## config.mk

```make
export PLATFORM = sky130hd
export DESIGN_NAME = poly_seq_engine_flat
export DESIGN_NICKNAME = d
export VERILOG_FILES = /design/src/rtl/audio_pkg.sv /design/src/rtl/poly_seq_engine_if.sv /design/src/rtl/sq_voice.sv /design/src/rtl/poly_seq_engine.sv /design/src/flat_wrapper.sv
export SDC_FILE = /design/constraint.sdc
export NUM_CORES = 1
export LEC_CHECK = 0
export CORE_UTILIZATION = 62
export CTS_BUF_LIST = sky130_fd_sc_hd__clkbuf_8 sky130_fd_sc_hd__clkbuf_16
export DETAILED_ROUTE_END_ITERATION = 12
export GPL_TIMING_DRIVEN = 0
export MAX_ROUTING_LAYER = met4
export PLACE_DENSITY = 0.89
export RECOVER_POWER = 100
export SLEW_MARGIN = 5
export SYNTH_ARGS = -nofsm -noshare
export SYNTH_HDL_FRONTEND = slang
export SYNTH_SLANG_ARGS = --single-unit
```

## constraint.sdc

```tcl
create_clock -name clk -period 9.45 [get_ports clk]
set_clock_uncertainty 0.05 [all_clocks]
set_input_delay 2.3625 -clock clk [delete_from_list [all_inputs] [get_ports clk]]
set_output_delay 2.3625 -clock clk [all_outputs]
set_load 0.01 [all_outputs]
```

## src/rtl/audio_pkg.sv

```systemverilog
// Shared audio constants: note half-periods in synth ticks, mixer sizing helper
// and a small demo pattern ROM for the block that drives note_hp.
package audio_pkg;

    localparam int REST    = 0;
    localparam int NOTE_B1 = 100;
    localparam int NOTE_C3 = 47;
    localparam int NOTE_E3 = 37;
    localparam int NOTE_G3 = 31;
    localparam int NOTE_A3 = 28;

    // Accumulator width that holds 0..num_voices for the delta-sigma mixer.
    function automatic int mix_acc_w(input int num_voices);
        return $clog2(num_voices + 1);
    endfunction

    // Two-voice demo pattern: voice 0 in the low 7 bits, voice 1 in the high 7 bits.
    function automatic logic [13:0] demo_pattern(input logic [6:0] step);
        logic [13:0] row;
        row = '0;
        case (step[1:0])
            2'd0: row = {7'(NOTE_B1), 7'(NOTE_C3)};
            2'd1: row = {7'(REST),    7'(NOTE_E3)};
            2'd2: row = {7'(NOTE_B1), 7'(NOTE_G3)};
            default: row = {7'(REST), 7'(NOTE_A3)};
        endcase
        return row;
    endfunction

endpackage

```

## src/rtl/poly_seq_engine_if.sv

```systemverilog
// Control/ROM/audio bundle between the sequencer engine and its surroundings.
interface poly_seq_engine_if #(
    parameter int NUM_VOICES = 2,
    parameter int HP_W       = 7,
    parameter int STEP_W     = 7
);
    // No valid/ready: step is the ROM address and is valid every cycle; step_strobe
    // pulses for one clk when it changes. note_hp must follow step and is sampled
    // on every synth tick, never latched.
    logic                       enable;
    logic                       restart;
    logic [STEP_W-1:0]          loop_last;
    logic [NUM_VOICES*HP_W-1:0] note_hp;
    logic [STEP_W-1:0]          step;
    logic                       step_strobe;
    logic                       gate;
    logic                       audio;

    modport master (
        output enable, restart, loop_last, note_hp,
        input  step, step_strobe, gate, audio
    );

    modport slave (
        input  enable, restart, loop_last, note_hp,
        output step, step_strobe, gate, audio
    );
endinterface

```

## src/rtl/sq_voice.sv

```systemverilog
// One square-wave voice: toggles every hp synth ticks, silent when hp is zero.
module sq_voice #(
    parameter int HP_W = 7
) (
    input  logic            clk,
    input  logic            rst_n,
    input  logic            tick,
    input  logic            clear,
    input  logic [HP_W-1:0] hp,
    output logic            sq
);
    logic [HP_W-1:0] phase;

    // >= rather than == so a shorter hp arriving mid-note toggles at once.
    always_ff @(posedge clk or negedge rst_n) begin
        if (!rst_n) begin
            phase <= '0;
            sq    <= 1'b0;
        end else if (clear) begin
            phase <= '0;
            sq    <= 1'b0;
        end else if (tick) begin
            if (hp == '0) begin
                phase <= '0;
                sq    <= 1'b0;
            end else if (phase >= hp - 1'b1) begin
                phase <= '0;
                sq    <= ~sq;
            end else begin
                phase <= phase + 1'b1;
            end
        end
    end
endmodule

```

## src/rtl/poly_seq_engine.sv

```systemverilog
// Multi-voice step sequencer: prescaled tick enables, step/gate control,
// per-voice square generators and a first-order delta-sigma mixer.
module poly_seq_engine
    import audio_pkg::*;
#(
    parameter int NUM_VOICES     = 2,
    parameter int HP_W           = 7,
    parameter int STEP_W         = 7,
    parameter int SYNTH_DIV_LOG2 = 10,
    parameter int SEQ_DIV_LOG2   = 17,
    parameter int TICKS_PER_STEP = 20,
    parameter int GATE_TICKS     = 10
) (
    input  logic                clk,
    input  logic                rst_n,
    poly_seq_engine_if.slave    bus
);
    localparam int TICK_W = $clog2(TICKS_PER_STEP + 1);
    localparam int ACC_W  = mix_acc_w(NUM_VOICES);
    localparam int SUM_W  = ACC_W + 1;
    localparam logic [TICK_W-1:0] TICK_LAST = TICK_W'(TICKS_PER_STEP - 1);
    localparam logic [TICK_W-1:0] GATE_LIM  = TICK_W'(GATE_TICKS);
    localparam logic [SUM_W-1:0]  NV_S      = SUM_W'(NUM_VOICES);

    logic [SEQ_DIV_LOG2-1:0] pre;
    logic [TICK_W-1:0]       tick_ctr;
    logic [STEP_W-1:0]       step_q;
    logic                    strobe_q;
    logic                    synth_tick;
    logic                    seq_tick;
    logic                    gate;

    assign synth_tick = bus.enable & (&pre[SYNTH_DIV_LOG2-1:0]);
    assign seq_tick   = bus.enable & (&pre);
    assign gate       = (tick_ctr < GATE_LIM);

    always_ff @(posedge clk or negedge rst_n) begin
        if (!rst_n) begin
            pre      <= '0;
            tick_ctr <= '0;
            step_q   <= '0;
            strobe_q <= 1'b0;
        end else if (bus.restart) begin
            pre      <= '0;
            tick_ctr <= '0;
            step_q   <= '0;
            strobe_q <= 1'b1;
        end else begin
            strobe_q <= 1'b0;
            if (bus.enable) pre <= pre + 1'b1;
            if (seq_tick) begin
                if (tick_ctr == TICK_LAST) begin
                    tick_ctr <= '0;
                    // >= so a loop_last lowered below step still wraps here.
                    step_q   <= (step_q >= bus.loop_last) ? '0 : step_q + 1'b1;
                    strobe_q <= 1'b1;
                end else begin
                    tick_ctr <= tick_ctr + 1'b1;
                end
            end
        end
    end

    logic [NUM_VOICES-1:0] sq;

    for (genvar v = 0; v < NUM_VOICES; v++) begin : g_voice
        logic [HP_W-1:0] hp_v;
        assign hp_v = gate ? bus.note_hp[v*HP_W +: HP_W] : '0;
        sq_voice #(.HP_W(HP_W)) u_voice (
            .clk   (clk),
            .rst_n (rst_n),
            .tick  (synth_tick),
            .clear (bus.restart),
            .hp    (hp_v),
            .sq    (sq[v])
        );
    end

    logic [ACC_W-1:0] acc;
    logic [ACC_W-1:0] acc_next;
    logic             audio_next;
    logic [SUM_W-1:0] live_sum;
    logic [SUM_W-1:0] mix_sum;

    always_comb begin
        live_sum   = SUM_W'($countones(sq & {NUM_VOICES{bus.enable}}));
        mix_sum    = {1'b0, acc} + live_sum;
        audio_next = 1'b0;
        acc_next   = ACC_W'(mix_sum);
        if (mix_sum >= NV_S) begin
            audio_next = 1'b1;
            acc_next   = ACC_W'(mix_sum - NV_S);
        end
    end

    logic audio_q;

    always_ff @(posedge clk or negedge rst_n) begin
        if (!rst_n) begin
            acc     <= '0;
            audio_q <= 1'b0;
        end else if (bus.restart || !bus.enable) begin
            acc     <= '0;
            audio_q <= 1'b0;
        end else begin
            acc     <= acc_next;
            audio_q <= audio_next;
        end
    end

    assign bus.step        = step_q;
    assign bus.step_strobe = strobe_q;
    assign bus.gate        = gate;
    assign bus.audio       = audio_q;
endmodule

```

## src/flat_wrapper.sv

```systemverilog
// flat-port wrapper written by rule: the top's interface ports become plain ports
module poly_seq_engine_flat import audio_pkg::*;
#(
    parameter int NUM_VOICES     = 2,
    parameter int HP_W           = 7,
    parameter int STEP_W         = 7,
    parameter int SYNTH_DIV_LOG2 = 10,
    parameter int SEQ_DIV_LOG2   = 17,
    parameter int TICKS_PER_STEP = 20,
    parameter int GATE_TICKS     = 10
)
  (clk, rst_n, bus_enable, bus_restart, bus_loop_last, bus_note_hp, bus_step, bus_step_strobe, bus_gate, bus_audio);
  poly_seq_engine_if #(.NUM_VOICES(NUM_VOICES), .HP_W(HP_W), .STEP_W(STEP_W)) bus_i ();
  input  logic clk;
  input  logic rst_n;
  input wire logic [$bits(bus_i.enable)-1:0] bus_enable;
  input wire logic [$bits(bus_i.restart)-1:0] bus_restart;
  input wire logic [$bits(bus_i.loop_last)-1:0] bus_loop_last;
  input wire logic [$bits(bus_i.note_hp)-1:0] bus_note_hp;
  output wire logic [$bits(bus_i.step)-1:0] bus_step;
  output wire logic [$bits(bus_i.step_strobe)-1:0] bus_step_strobe;
  output wire logic [$bits(bus_i.gate)-1:0] bus_gate;
  output wire logic [$bits(bus_i.audio)-1:0] bus_audio;
  assign bus_i.enable = bus_enable;
  assign bus_i.restart = bus_restart;
  assign bus_i.loop_last = bus_loop_last;
  assign bus_i.note_hp = bus_note_hp;
  assign bus_step = bus_i.step;
  assign bus_step_strobe = bus_i.step_strobe;
  assign bus_gate = bus_i.gate;
  assign bus_audio = bus_i.audio;
  poly_seq_engine #(.NUM_VOICES(NUM_VOICES), .HP_W(HP_W), .STEP_W(STEP_W), .SYNTH_DIV_LOG2(SYNTH_DIV_LOG2), .SEQ_DIV_LOG2(SEQ_DIV_LOG2), .TICKS_PER_STEP(TICKS_PER_STEP), .GATE_TICKS(GATE_TICKS)) u_core (.clk(clk), .rst_n(rst_n), .bus(bus_i));
endmodule
```

==> load_flow_metrics.sql, run 1 <==
INSERT INTO impl_metrics (metric_group, metric, value, unit) VALUES
('placed_design', 'portBuffers', '33', ''),
('setup_path', 'timing_worst_setup_path_type', 'in2reg', ''),
('finish', 'drive_gt1_frac', '0.04433', ''),
('route', 'highest-signal-layer', 'met4', ''),
('placed_design', 'preCtsSetupSlack', '4223', 'ps'),
('sta', 'final.setup.tns', '0', 'ps'),
('floorplanning', 'chipWidth', '76.02', 'microns'),
('run', 'timing.max_cap.violations', '1', ''),
('logic_synthesis', 'ys_ff_latch', '49', ''),
('route', 'routedLengthMet1', '3145', 'microns'),
('floorplanning', 'floorplan.die.height', '76.02', 'microns'),
('floorplanning', 'dieArea', '0.005779', 'sq mm'),
('clocking', 'inserted_clock_buffers', '5', ''),
('grt', 'grt_pass1_wl', '12120', 'microns'),
('run_status', 'violations', 'max-capacitance violations, max-slew violations', ''),
('logic_synthesis', 'number_of_synthesized_flops_with_an_enable_pin', '0', ''),
('sta', 'finalCritPeriodShare', '0.5704', ''),
('finish', 'final_nets', '465', ''),
('route', 'firstDrtPassIters', '4', ''),
('sta', 'setup_violations', '0', ''),
('floorplanning', 'row_count', '26', ''),
('pwr', 'total_leakage_power', '1.867', 'nW'),
('floorplanning', 'num_io_pins', '35', ''),
('finish', 'diodes', '0', ''),
('route', 'route.detailed.wl_per_inst', '14.40', 'microns'),
('finish', 'final_core_util', '0.7421', ''),
('logic_synthesis', 'synth_warnings', '0', ''),
('pwr', 'internal_power', '0.3071', 'mW'),
('clocking', 'clock_path_buffers', '2', ''),
('pwr', 'clock_power_share', '0.303', ''),
('route', 'route.detailed.vias_per_inst', '5.895', ''),
('logic_synthesis', 'seq_area_frac_synth', '0.3610', ''),
('route', 'drt-initial-drc-count', '180', ''),
('route', 'drc', '0', ''),
('sta', 'slew-limit-headroom', '-0.2942', ''),
('sta', 'rsz_0062_raised_after_global_routing', 'no', ''),
('sta', 'max_slew.worst_pin.slew', '1941', 'ps'),
('floorplanning', 'floorplan.initialDensity', '0.6526', ''),
('logic_synthesis', 'syn-num-nets', '424', ''),
('route', 'totalWireLength', '6855', 'microns'),
('pwr', 'switching_power_of_the_nets', '0.1179', 'mW'),
('placed_design', 'hpwlAfterDp', '5099', 'microns'),
('clocking', 'numClockSinks', '49', ''),
('min_path', 'hold_path.class', 'reg2reg', ''),
('clocking', 'worst_setup_hold_path_clk_slew', '90', 'ps'),
('pwr', 'cellPowerDensity', '110.0', 'mW/mm^2'),
('setup_path', 'timing.critical_path.required', '9610', 'ps'),
('placed_design', 'routabilityCongestion', '0.8095', ''),
('clocking', 'number_of_buffers_added_for_setup_after_cts', '0', ''),
('clocking', 'clk-insertion-delay-late', '320', 'ps'),
('grt', 'vias_in_the_first_global_route', '2765', ''),
('setup_path', 'crit_path_start_kind', 'primary input', ''),
('finish', 'most-common-layout-cells', 'sky130_fd_sc_hd__dfrtp_1 (49), sky130_fd_sc_hd__nand2_1 (33), sky130_fd_sc_hd__ha_1 (33), sky130_fd_sc_hd__nor2_1 (29), sky130_fd_sc_hd__o21ai_0 (21)', ''),
('clocking', 'cts_max_level', '2', ''),
('sta', 'shortest_period_the_worst_path_allows', '5390', 'ps'),
('clocking', 'gates_resized_cts_repair', '0', ''),
('route', 'detailroute.via_count', '2806', ''),
('setup_path', 'path_max_fanout', '9', ''),
('logic_synthesis', 'syn-mean-instance-area', '9.307', 'sq um'),
('pwr', 'irDropWorstVdd', '0.1247', 'mV'),
('pwr', 'swShare', '0.2774', ''),
('pwr', 'combinationalPowerShare', '0.173', ''),
('pwr', 'pwr-share-seq', '0.523', ''),
('sta', 'report.final.slew_viol_count', '37', ''),
('clocking', 'cts_root_buffer', 'sky130_fd_sc_hd__clkbuf_8', ''),
('grt', 'grt_start_max_net_pins', '37', ''),
('sta', 'max_freq', '0.1855', 'GHz'),
('logic_synthesis', 'synth_flop_cell', 'sky130_fd_sc_hd__dfrtp_1', ''),
('finish', 'area_growth', '13.70', '%'),
('route', 'final_antenna_net_count', '0', ''),
('run_status', 'run_status', 'finished, violations left', '');
metal layers:
layer  GRT usage  vias up
met5           -        -
met4      0.1135        0
met3     0.04192       13
met2      0.4355       69
met1      0.3320     1326
li1            -     1398
state kept, by name, indices dropped and copies added (netlist names):
signal / cells
u_core.pre: 17
u_core.bus.audio: 1
u_core.bus.step: 7
u_core.acc: 2
u_core.g_voice.u_voice.sq: 2
u_core.bus.step_strobe: 1
u_core.g_voice.u_voice.phase: 14
u_core.tick_ctr: 5
area by class of cell:
type,count,area (sq um)
multi-input combinational,293,2041
timing repair buffer,34,327.8
fill,373,1343
buffer,7,30.03
inverter,16,60.06
sequential,49,1226
clock inverter,1,7.507
tap,70,87.58
clock buffer,6,82.58
cell usage after synthesis (3+ instances only):
cell,instances,area share
sky130_fd_sc_hd__and3_1,15,0.028
sky130_fd_sc_hd__nor3_1,7,0.010
sky130_fd_sc_hd__o31ai_1,8,0.018
sky130_fd_sc_hd__nand2_1,33,0.036
sky130_fd_sc_hd__nand3b_1,5,0.011
sky130_fd_sc_hd__nand3_1,14,0.021
sky130_fd_sc_hd__ha_1,33,0.12
sky130_fd_sc_hd__a31oi_1,3,0.0055
sky130_fd_sc_hd__o21ai_0,16,0.024
sky130_fd_sc_hd__a21oi_1,15,0.022
sky130_fd_sc_hd__xor2_1,15,0.039
sky130_fd_sc_hd__xnor2_1,6,0.015
sky130_fd_sc_hd__o21ai_1,7,0.010
sky130_fd_sc_hd__nand4_1,9,0.017
sky130_fd_sc_hd__nor2b_1,14,0.026
sky130_fd_sc_hd__nand2b_1,9,0.017
sky130_fd_sc_hd__or3_1,3,0.0055
sky130_fd_sc_hd__a21o_1,8,0.018
sky130_fd_sc_hd__a22o_1,12,0.031
sky130_fd_sc_hd__inv_1,16,0.018
sky130_fd_sc_hd__and2_1,3,0.0055
sky130_fd_sc_hd__nor2_1,29,0.032
sky130_fd_sc_hd__dfrtp_1,49,0.36
critical path, stage by stage:
cell and delay [ps]:
sky130_fd_sc_hd__dlygate4sd3_1 620, sky130_fd_sc_hd__nor4_1 660, sky130_fd_sc_hd__nand2b_1 100, sky130_fd_sc_hd__a21boi_0 190, sky130_fd_sc_hd__a21oi_1 60, sky130_fd_sc_hd__ha_1 310, sky130_fd_sc_hd__nand4_1 130, sky130_fd_sc_hd__o211ai_1 640
sky130_fd_sc_hd__o21ai_0 210, sky130_fd_sc_hd__a22o_1 260
metrics by stage:
stage | instance area [sq um] | hold slack [ps] | instances | power, mW
final | 3862 | 479.3 | 476 | 0.4249
after global routing | 3862 | 514.9 | 476 | 0.4486
after CTS | 3920 | 480.0 | 476 | 0.4323
after detailed placement | 3830 | 468.7 | 469 | 0.3046
after global placement | 3815 | 459.2 | 468 | 0.3001
after floorplan | 3397 | 436.0 | 365 | 0.2691
logic make-up after synthesis:
| logic type | Yosys count | share of synthesized area |
|---|---|---|
| and+or+nand+nor | 154 | 0.2464 |
| xor gates and xnor gates | 21 | 0.05414 |
| adders and majority gates | 34 | 0.1274 |
| DFF | 49 | 0.3610 |
| muxes | 3 | 0.009208 |
| AOI/OAI and AO/OA | 81 | 0.1735 |
| buffers and inverters | 23 | 0.02836 |
power groups by stage:
stage	Sequential [mW]	Combinational [mW]	Clock [mW]
final	0.222	0.0736	0.129
after floorplan	0.227	0.0424	0
after global routing	0.224	0.0841	0.141
after detailed placement	0.227	0.0780	0
after global placement	0.226	0.0738	0
after CTS	0.223	0.0788	0.131
worst paths after layout:
kind / startpoint / endpoint / slack, ps / cells past startpoint
max: bus_note_hp[3] / u_core.g_voice[0].u_voice.phase[5] / 4060 / 10
min in group asynchronous: rst_n / u_core.g_voice[1].u_voice.phase[5] / 2030 / 1
max in group asynchronous: rst_n / u_core.pre[1] / 5050 / 2
max reg2reg: u_core.tick_ctr[2] / u_core.g_voice[1].u_voice.phase[2] / 5220 / 14
min: u_core.tick_ctr[0] / u_core.tick_ctr[0] / 480 / 1
min reg2reg: u_core.tick_ctr[0] / u_core.tick_ctr[0] / 480 / 1
Note: power is estimated with default switching activity, not from simulation.
==> inputs of run 2 (changes only) <==
Settings changed: CORE_UTILIZATION 62 to 57, PLACE_DENSITY 0.89 to 0.83.
Clock period 9.45 ns to 5.45 ns, I/O delays scaled along.
==> run 2 against run 1 <==
The flow still finishes with violations (max-capacitance violations, max-slew violations). Die area increased by 8.5%. First-iteration DRC count decreased by 23%. Power increased by 74%. Sequential cell count unchanged. Critical endpoint is now u_core.g_voice[1].u_voice.phase[3].
==> load_flow_metrics.sql, run 2 (same netlist as run 1, synthesis figures left out) <==
INSERT INTO impl_metrics (metric_group, metric, value, unit) VALUES
('route', 'detailroute.via_count', '2803', ''),
('clocking', 'worst_setup_hold_path_clk_slew', '90', 'ps'),
('route', 'final_antenna_net_count', '0', ''),
('clocking', 'inserted_clock_buffers', '5', ''),
('clocking', 'cts_tree', 'yes', ''),
('floorplanning', 'num_io_pins', '35', ''),
('floorplanning', 'floorplan.die.height', '79.20', 'microns'),
('setup_path', 'worst_ep_arrival_time', '4520', 'ps'),
('clocking', 'postCtsHoldBufs', '0', ''),
('finish', 'final_nets', '465', ''),
('setup_path', 'crit_path_start_kind', 'primary input', ''),
('clocking', 'gates_resized_cts_repair', '0', ''),
('floorplanning', 'floorplan.initialDensity', '0.6021', ''),
('clocking', 'cts_root_buffer', 'sky130_fd_sc_hd__clkbuf_8', ''),
('finish', 'flip_flop_count_of_the_largest_register_after_layout', '17', ''),
('sta', 'report.final.slew_viol_count', '30', ''),
('pwr', 'irDropWorstVdd', '0.1598', 'mV'),
('pwr', 'totalPowerFinal', '0.7384', 'mW'),
('grt', 'grt_start_max_net_pins', '30', ''),
('placed_design', 'hpwlAfterDp', '5207', 'microns'),
('setup_path', 'timing_worst_setup_path_type', 'in2reg', ''),
('finish', 'mostFrequentLayoutCell', 'sky130_fd_sc_hd__dfrtp_1', ''),
('route', 'drc', '0', ''),
('grt', 'grt_pass1_wl', '11830', 'microns'),
('run_status', 'violations', 'max-capacitance violations, max-slew violations', ''),
('placed_design', 'placed_instance_area', '0.003832', 'sq mm'),
('setup_path', 'critPathLaunch', 'bus_note_hp[10]', ''),
('sta', 'setup_violations', '0', ''),
('clocking', 'clock_path_buffers', '2', ''),
('clocking', 'numClockSinks', '49', ''),
('finish', 'diodes', '0', ''),
('floorplanning', 'chipWidth', '79.20', 'microns'),
('clocking', 'clk-insertion-delay-late', '310', 'ps'),
('finish', 'most-common-layout-cells', 'sky130_fd_sc_hd__dfrtp_1 (49), sky130_fd_sc_hd__nand2_1 (33), sky130_fd_sc_hd__ha_1 (33), sky130_fd_sc_hd__nor2_1 (29), sky130_fd_sc_hd__o21ai_0 (22)', ''),
('run_status', 'run_status', 'finished, violations left', ''),
('grt', 'grt-ovfl-total', '0', ''),
('route', 'totalWireLength', '6736', 'microns'),
('grt', 'antenna_violations_before_repair', '0', ''),
('setup_path', 'timing.critical_path.required', '5600', 'ps'),
('sta', 'slew-limit-headroom', '-0.03857', ''),
('grt', 'vias_in_the_first_global_route', '2707', ''),
('floorplanning', 'dieArea', '0.006273', 'sq mm'),
('sta', 'shortest_period_the_worst_path_allows', '4370', 'ps'),
('pwr', 'total_leakage_power', '1.876', 'nW'),
('clocking', 'cts_max_level', '2', ''),
('pwr', 'cellPowerDensity', '189.8', 'mW/mm^2'),
('floorplanning', 'core_area', '0.005642', 'sq mm'),
('finish', 'largest_register_by_flop_count', 'u_core.pre', ''),
('setup_path', 'worst_r2r_startpoint', 'u_core.tick_ctr[2]', ''),
('finish', 'drive_gt1_frac', '0.05160', ''),
('clocking', 'number_of_buffers_added_for_setup_after_cts', '0', ''),
('finish', 'register_area', '0.001226', 'sq mm'),
('floorplanning', 'row_count', '27', ''),
('setup_path', 'setup.reg_to_reg.worst_slack', '1490', 'ps'),
('sta', 'final.setup.tns', '0', 'ps'),
('run', 'timing.max_cap.violations', '1', ''),
('route', 'route.detailed.wl_per_inst', '14.06', 'microns'),
('route', 'drt-initial-drc-count', '138', ''),
('finish', 'multi_input_comb_area', '0.002056', 'sq mm'),
('sta', 'max_slew.worst_pin.slew', '1558', 'ps'),
('sta', 'rsz_0062_raised_after_global_routing', 'no', ''),
('sta', 'finalCritPeriodShare', '0.8018', ''),
('finish', 'post-route-cell-area', '0.003890', 'sq mm'),
('placed_design', 'routabilityCongestion', '0.8287', ''),
('sta', 'max_freq', '0.2288', 'GHz'),
('grt', 'gr-usage-all-layers', '0.2475', ''),
('min_path', 'hold_path_startpoint', 'u_core.pre[12]', ''),
('min_path', 'hold_path.class', 'reg2reg', ''),
('route', 'firstDrtPassIters', '4', ''),
('setup_path', 'path_max_fanout', '10', ''),
('finish', 'fillers', '453', ''),
('finish', 'area_growth', '14.51', '%'),
('route', 'route.detailed.vias_per_inst', '5.852', ''),
('setup_path', 'critical_path.endpoint_type', 'flip-flop', ''),
('placed_design', 'portBuffers', '33', ''),
('sta', 'finalHoldViolCount', '0', '');
## run 2: worst paths after layout
kind,endpoint,depth (start not counted)
setup / recovery,u_core.g_voice[1].u_voice.phase[3],9
hold / removal,u_core.pre[12],2
setup reg to reg,u_core.g_voice[1].u_voice.phase[3],14
hold reg to reg,u_core.pre[12],2
max in group asynchronous,u_core.bus.audio,2
min in group asynchronous,u_core.pre[7],1
## run 2: critical path, stage by stage
cell and delay, ps:
sky130_fd_sc_hd__dlygate4sd3_1 600, sky130_fd_sc_hd__nor4_1 520, sky130_fd_sc_hd__o21ai_0 150, sky130_fd_sc_hd__a21o_1 210, sky130_fd_sc_hd__ha_1 330, sky130_fd_sc_hd__nand4_1 100
sky130_fd_sc_hd__o21ai_0 760, sky130_fd_sc_hd__nor3_1 220, sky130_fd_sc_hd__a31o_1 280
## run 2: area by class of cell
| type | instances | area share |
|---|---|---|
| Buffer | 7 | 0.008684 |
| Clock buffer | 6 | 0.02123 |
| Clock inverter | 2 | 0.003538 |
| Inverter | 16 | 0.01544 |
| Multi-Input combinational cell | 293 | 0.5285 |
| Sequential cell | 49 | 0.3152 |
| Tap cell | 72 | 0.02316 |
| Timing Repair Buffer | 34 | 0.08427 |
## run 2: where the power goes
group / switching [mW] / internal, mW
registers: 0.0123 / 0.373
logic: 0.0691 / 0.0583
clock network: 0.122 / 0.103
## run 2: metrics by stage
step / utilization / worst slack, ps / instances / hold WS [ps]
finish: 0.6895 / 1080 / 479 / 500.4
global route: 0.6895 / 886.1 / 479 / 528.2
CTS: 0.6964 / 1504 / 479 / 496.2
detailed placement: 0.6793 / 1190 / 471 / 472.3
global placement: 0.6766 / 1279 / 470 / 458.8
floorplan: - / 1973 / 365 / 436.0
## run 2: per-layer routing
layer	track usage	part of all wire	routed length [microns]
met1	0.3038	0.46	3128
met2	0.4216	0.49	3321
met3	0.03563	0.029	194
met4	0.07818	0.014	91
met5	-	0	0
==> inputs of run 3 (changes only) <==
Clock period 5.45 ns to 4.5 ns, I/O delays scaled along.
==> run 3 against run 2 <==
The flow still finishes with violations (max-capacitance violations, max-slew violations). Critical endpoint is now u_core.g_voice[0].u_voice.phase[5]. Largest cell class unchanged. Setup slack worse by 480 ps. Critical path type unchanged. Via count hardly changed. Design area stayed put. Power is 21% higher. Critical path depth is 1 higher.
==> load_flow_metrics.sql, run 3 (same netlist as run 1, synthesis figures left out) <==
INSERT INTO impl_metrics (metric_group, metric, value, unit) VALUES
('pwr', 'irDropWorstVdd', '0.1934', 'mV'),
('clocking', 'cts_root_buffer', 'sky130_fd_sc_hd__clkbuf_8', ''),
('min_path', 'hold_path.class', 'reg2reg', ''),
('finish', 'flip_flop_count_of_the_largest_register_after_layout', '17', ''),
('run_status', 'violations', 'max-capacitance violations, max-slew violations', ''),
('pwr', 'totalPowerFinal', '0.8945', 'mW'),
('run', 'timing.max_cap.violations', '1', ''),
('grt', 'grt-ovfl-total', '0', ''),
('placed_design', 'routabilityCongestion', '0.8287', ''),
('floorplanning', 'dieArea', '0.006273', 'sq mm'),
('clocking', 'clk-insertion-delay-late', '310', 'ps'),
('sta', 'max_slew.worst_pin.slew', '1559', 'ps'),
('route', 'detailroute.via_count', '2805', ''),
('route', 'route.detailed.wl_per_inst', '14.07', 'microns'),
('grt', 'gr-usage-all-layers', '0.2475', ''),
('pwr', 'pwr-share-seq', '0.522', ''),
('route', 'totalWireLength', '6739', 'microns'),
('pwr', 'internal_power', '0.6479', 'mW'),
('setup_path', 'crit_path_start_kind', 'primary input', ''),
('sta', 'slew-limit-headroom', '-0.03911', ''),
('clocking', 'cts_tree', 'yes', ''),
('floorplanning', 'num_io_pins', '35', ''),
('clocking', 'clock_path_buffers', '2', ''),
('finish', 'drive_gt1_frac', '0.05160', ''),
('finish', 'final_nets', '465', ''),
('sta', 'rsz_0062_raised_after_global_routing', 'no', ''),
('clocking', 'gates_resized_cts_repair', '0', ''),
('placed_design', 'portBuffers', '33', ''),
('setup_path', 'critical_path.endpoint_type', 'flip-flop', ''),
('sta', 'report.final.slew_viol_count', '30', ''),
('placed_design', 'hpwlAfterDp', '5207', 'microns'),
('route', 'firstDrtPassIters', '4', ''),
('sta', 'final.setup.tns', '0', 'ps'),
('pwr', 'cellPowerDensity', '229.9', 'mW/mm^2'),
('sta', 'max_freq', '0.2567', 'GHz'),
('pwr', 'total_leakage_power', '1.876', 'nW'),
('setup_path', 'timing.critical_path.required', '4650', 'ps'),
('route', 'final_antenna_net_count', '0', ''),
('finish', 'mostFrequentLayoutCell', 'sky130_fd_sc_hd__dfrtp_1', ''),
('sta', 'finalHoldViolCount', '0', ''),
('grt', 'antenna_violations_before_repair', '0', ''),
('setup_path', 'path_max_fanout', '9', ''),
('grt', 'grt_pass1_wl', '11830', 'microns'),
('clocking', 'worst_setup_hold_path_clk_slew', '90', 'ps'),
('pwr', 'combinationalPowerShare', '0.173', ''),
('setup_path', 'timing_worst_setup_path_type', 'in2reg', ''),
('clocking', 'number_of_buffers_added_for_setup_after_cts', '0', ''),
('setup_path', 'setup.reg_to_reg.worst_slack', '780', 'ps'),
('run_status', 'run_status', 'finished, violations left', ''),
('clocking', 'numClockSinks', '49', ''),
('grt', 'grt_start_max_net_pins', '30', ''),
('finish', 'diodes', '0', ''),
('sta', 'setup_violations', '0', ''),
('floorplanning', 'floorplan.die.height', '79.20', 'microns'),
('clocking', 'cts_max_level', '2', ''),
('clocking', 'postCtsHoldBufs', '0', ''),
('floorplanning', 'core_area', '0.005642', 'sq mm'),
('setup_path', 'worst_ep_arrival_time', '4050', 'ps'),
('route', 'route.detailed.vias_per_inst', '5.856', ''),
('sta', 'finalCritPeriodShare', '0.8658', ''),
('clocking', 'inserted_clock_buffers', '5', ''),
('grt', 'vias_in_the_first_global_route', '2707', ''),
('finish', 'largest_register_by_flop_count', 'u_core.pre', ''),
('route', 'drc', '0', ''),
('floorplanning', 'floorplan.initialDensity', '0.6021', ''),
('pwr', 'switching_power_of_the_nets', '0.2466', 'mW'),
('pwr', 'swShare', '0.2757', ''),
('pwr', 'clock_power_share', '0.305', ''),
('route', 'drt-initial-drc-count', '142', ''),
('finish', 'area_growth', '14.51', '%'),
('floorplanning', 'row_count', '27', ''),
('floorplanning', 'chipWidth', '79.20', 'microns'),
('finish', 'most-common-layout-cells', 'sky130_fd_sc_hd__dfrtp_1 (49), sky130_fd_sc_hd__nand2_1 (33), sky130_fd_sc_hd__ha_1 (33), sky130_fd_sc_hd__nor2_1 (29), sky130_fd_sc_hd__o21ai_0 (21)', ''),
('sta', 'shortest_period_the_worst_path_allows', '3896', 'ps');
[run 3: worst paths after layout]
check / cells after the start / endpoint / from
max in group asynchronous: 2 / u_core.bus.audio / rst_n
min in group asynchronous: 1 / u_core.pre[7] / rst_n
setup reg to reg: 15 / u_core.g_voice[1].u_voice.phase[2] / u_core.tick_ctr[2]
hold reg to reg: 2 / u_core.pre[12] / u_core.pre[12]
setup / recovery: 10 / u_core.g_voice[0].u_voice.phase[5] / bus_note_hp[2]
hold / removal: 2 / u_core.pre[12] / u_core.pre[12]
[run 3: cell type report]
cell class / count / area (sq um)
clock buffers: 6 / 82.58
inverters: 16 / 60.06
well taps: 72 / 90.09
clock inverters: 2 / 13.76
multi-input cells: 293 / 2056
repair buffers: 34 / 327.8
flip-flops and latches: 49 / 1226
plain buffers: 7 / 33.78
fillers: 453 / 1752
[run 3: critical path: stages]
cell	delay, ps
sky130_fd_sc_hd__dlygate4sd3_1	620
sky130_fd_sc_hd__or3_1	370
sky130_fd_sc_hd__nor3_1	190
sky130_fd_sc_hd__xor2_1	170
sky130_fd_sc_hd__nor2_1	60
sky130_fd_sc_hd__ha_1	300
sky130_fd_sc_hd__nand4_1	130
sky130_fd_sc_hd__o211ai_1	620
sky130_fd_sc_hd__o21ai_0	210
sky130_fd_sc_hd__a22o_1	260
[run 3: power by group through the flow]
stage | clock (mW) | combinational [mW] | sequential, mW
after CTS | 0.282 | 0.164 | 0.467
after global placement | 0 | 0.156 | 0.476
after global routing | 0.298 | 0.175 | 0.470
after detailed placement | 0 | 0.163 | 0.476
after floorplan | 0 | 0.0891 | 0.476
final | 0.273 | 0.155 | 0.467
[run 3: through the flow]
step           std cells  setup slack (ps)    util  hold slack [ps]  area [sq um]
5_1_grt              479             341.0  0.6895            528.2          3890
3_5_place_dp         471             477.6  0.6793            472.3          3832
2_1_floorplan        365              1250       -            436.0          3397
3_3_place_gp         470             566.8  0.6766            458.8          3817
4_1_cts              479             791.8  0.6964            496.2          3929
6_report             479             603.8  0.6895            500.4          3890
[run 3: per-layer routing]
metal	global-route usage	wire length (microns)	part of all wire	vias to the layer above
li1	-	-	-	1401
met1	0.3038	3125	0.46	1343
met2	0.4216	3341	0.50	50
met3	0.03563	196	0.029	11
met4	0.07818	75	0.011	0
met5	-	0	0	-
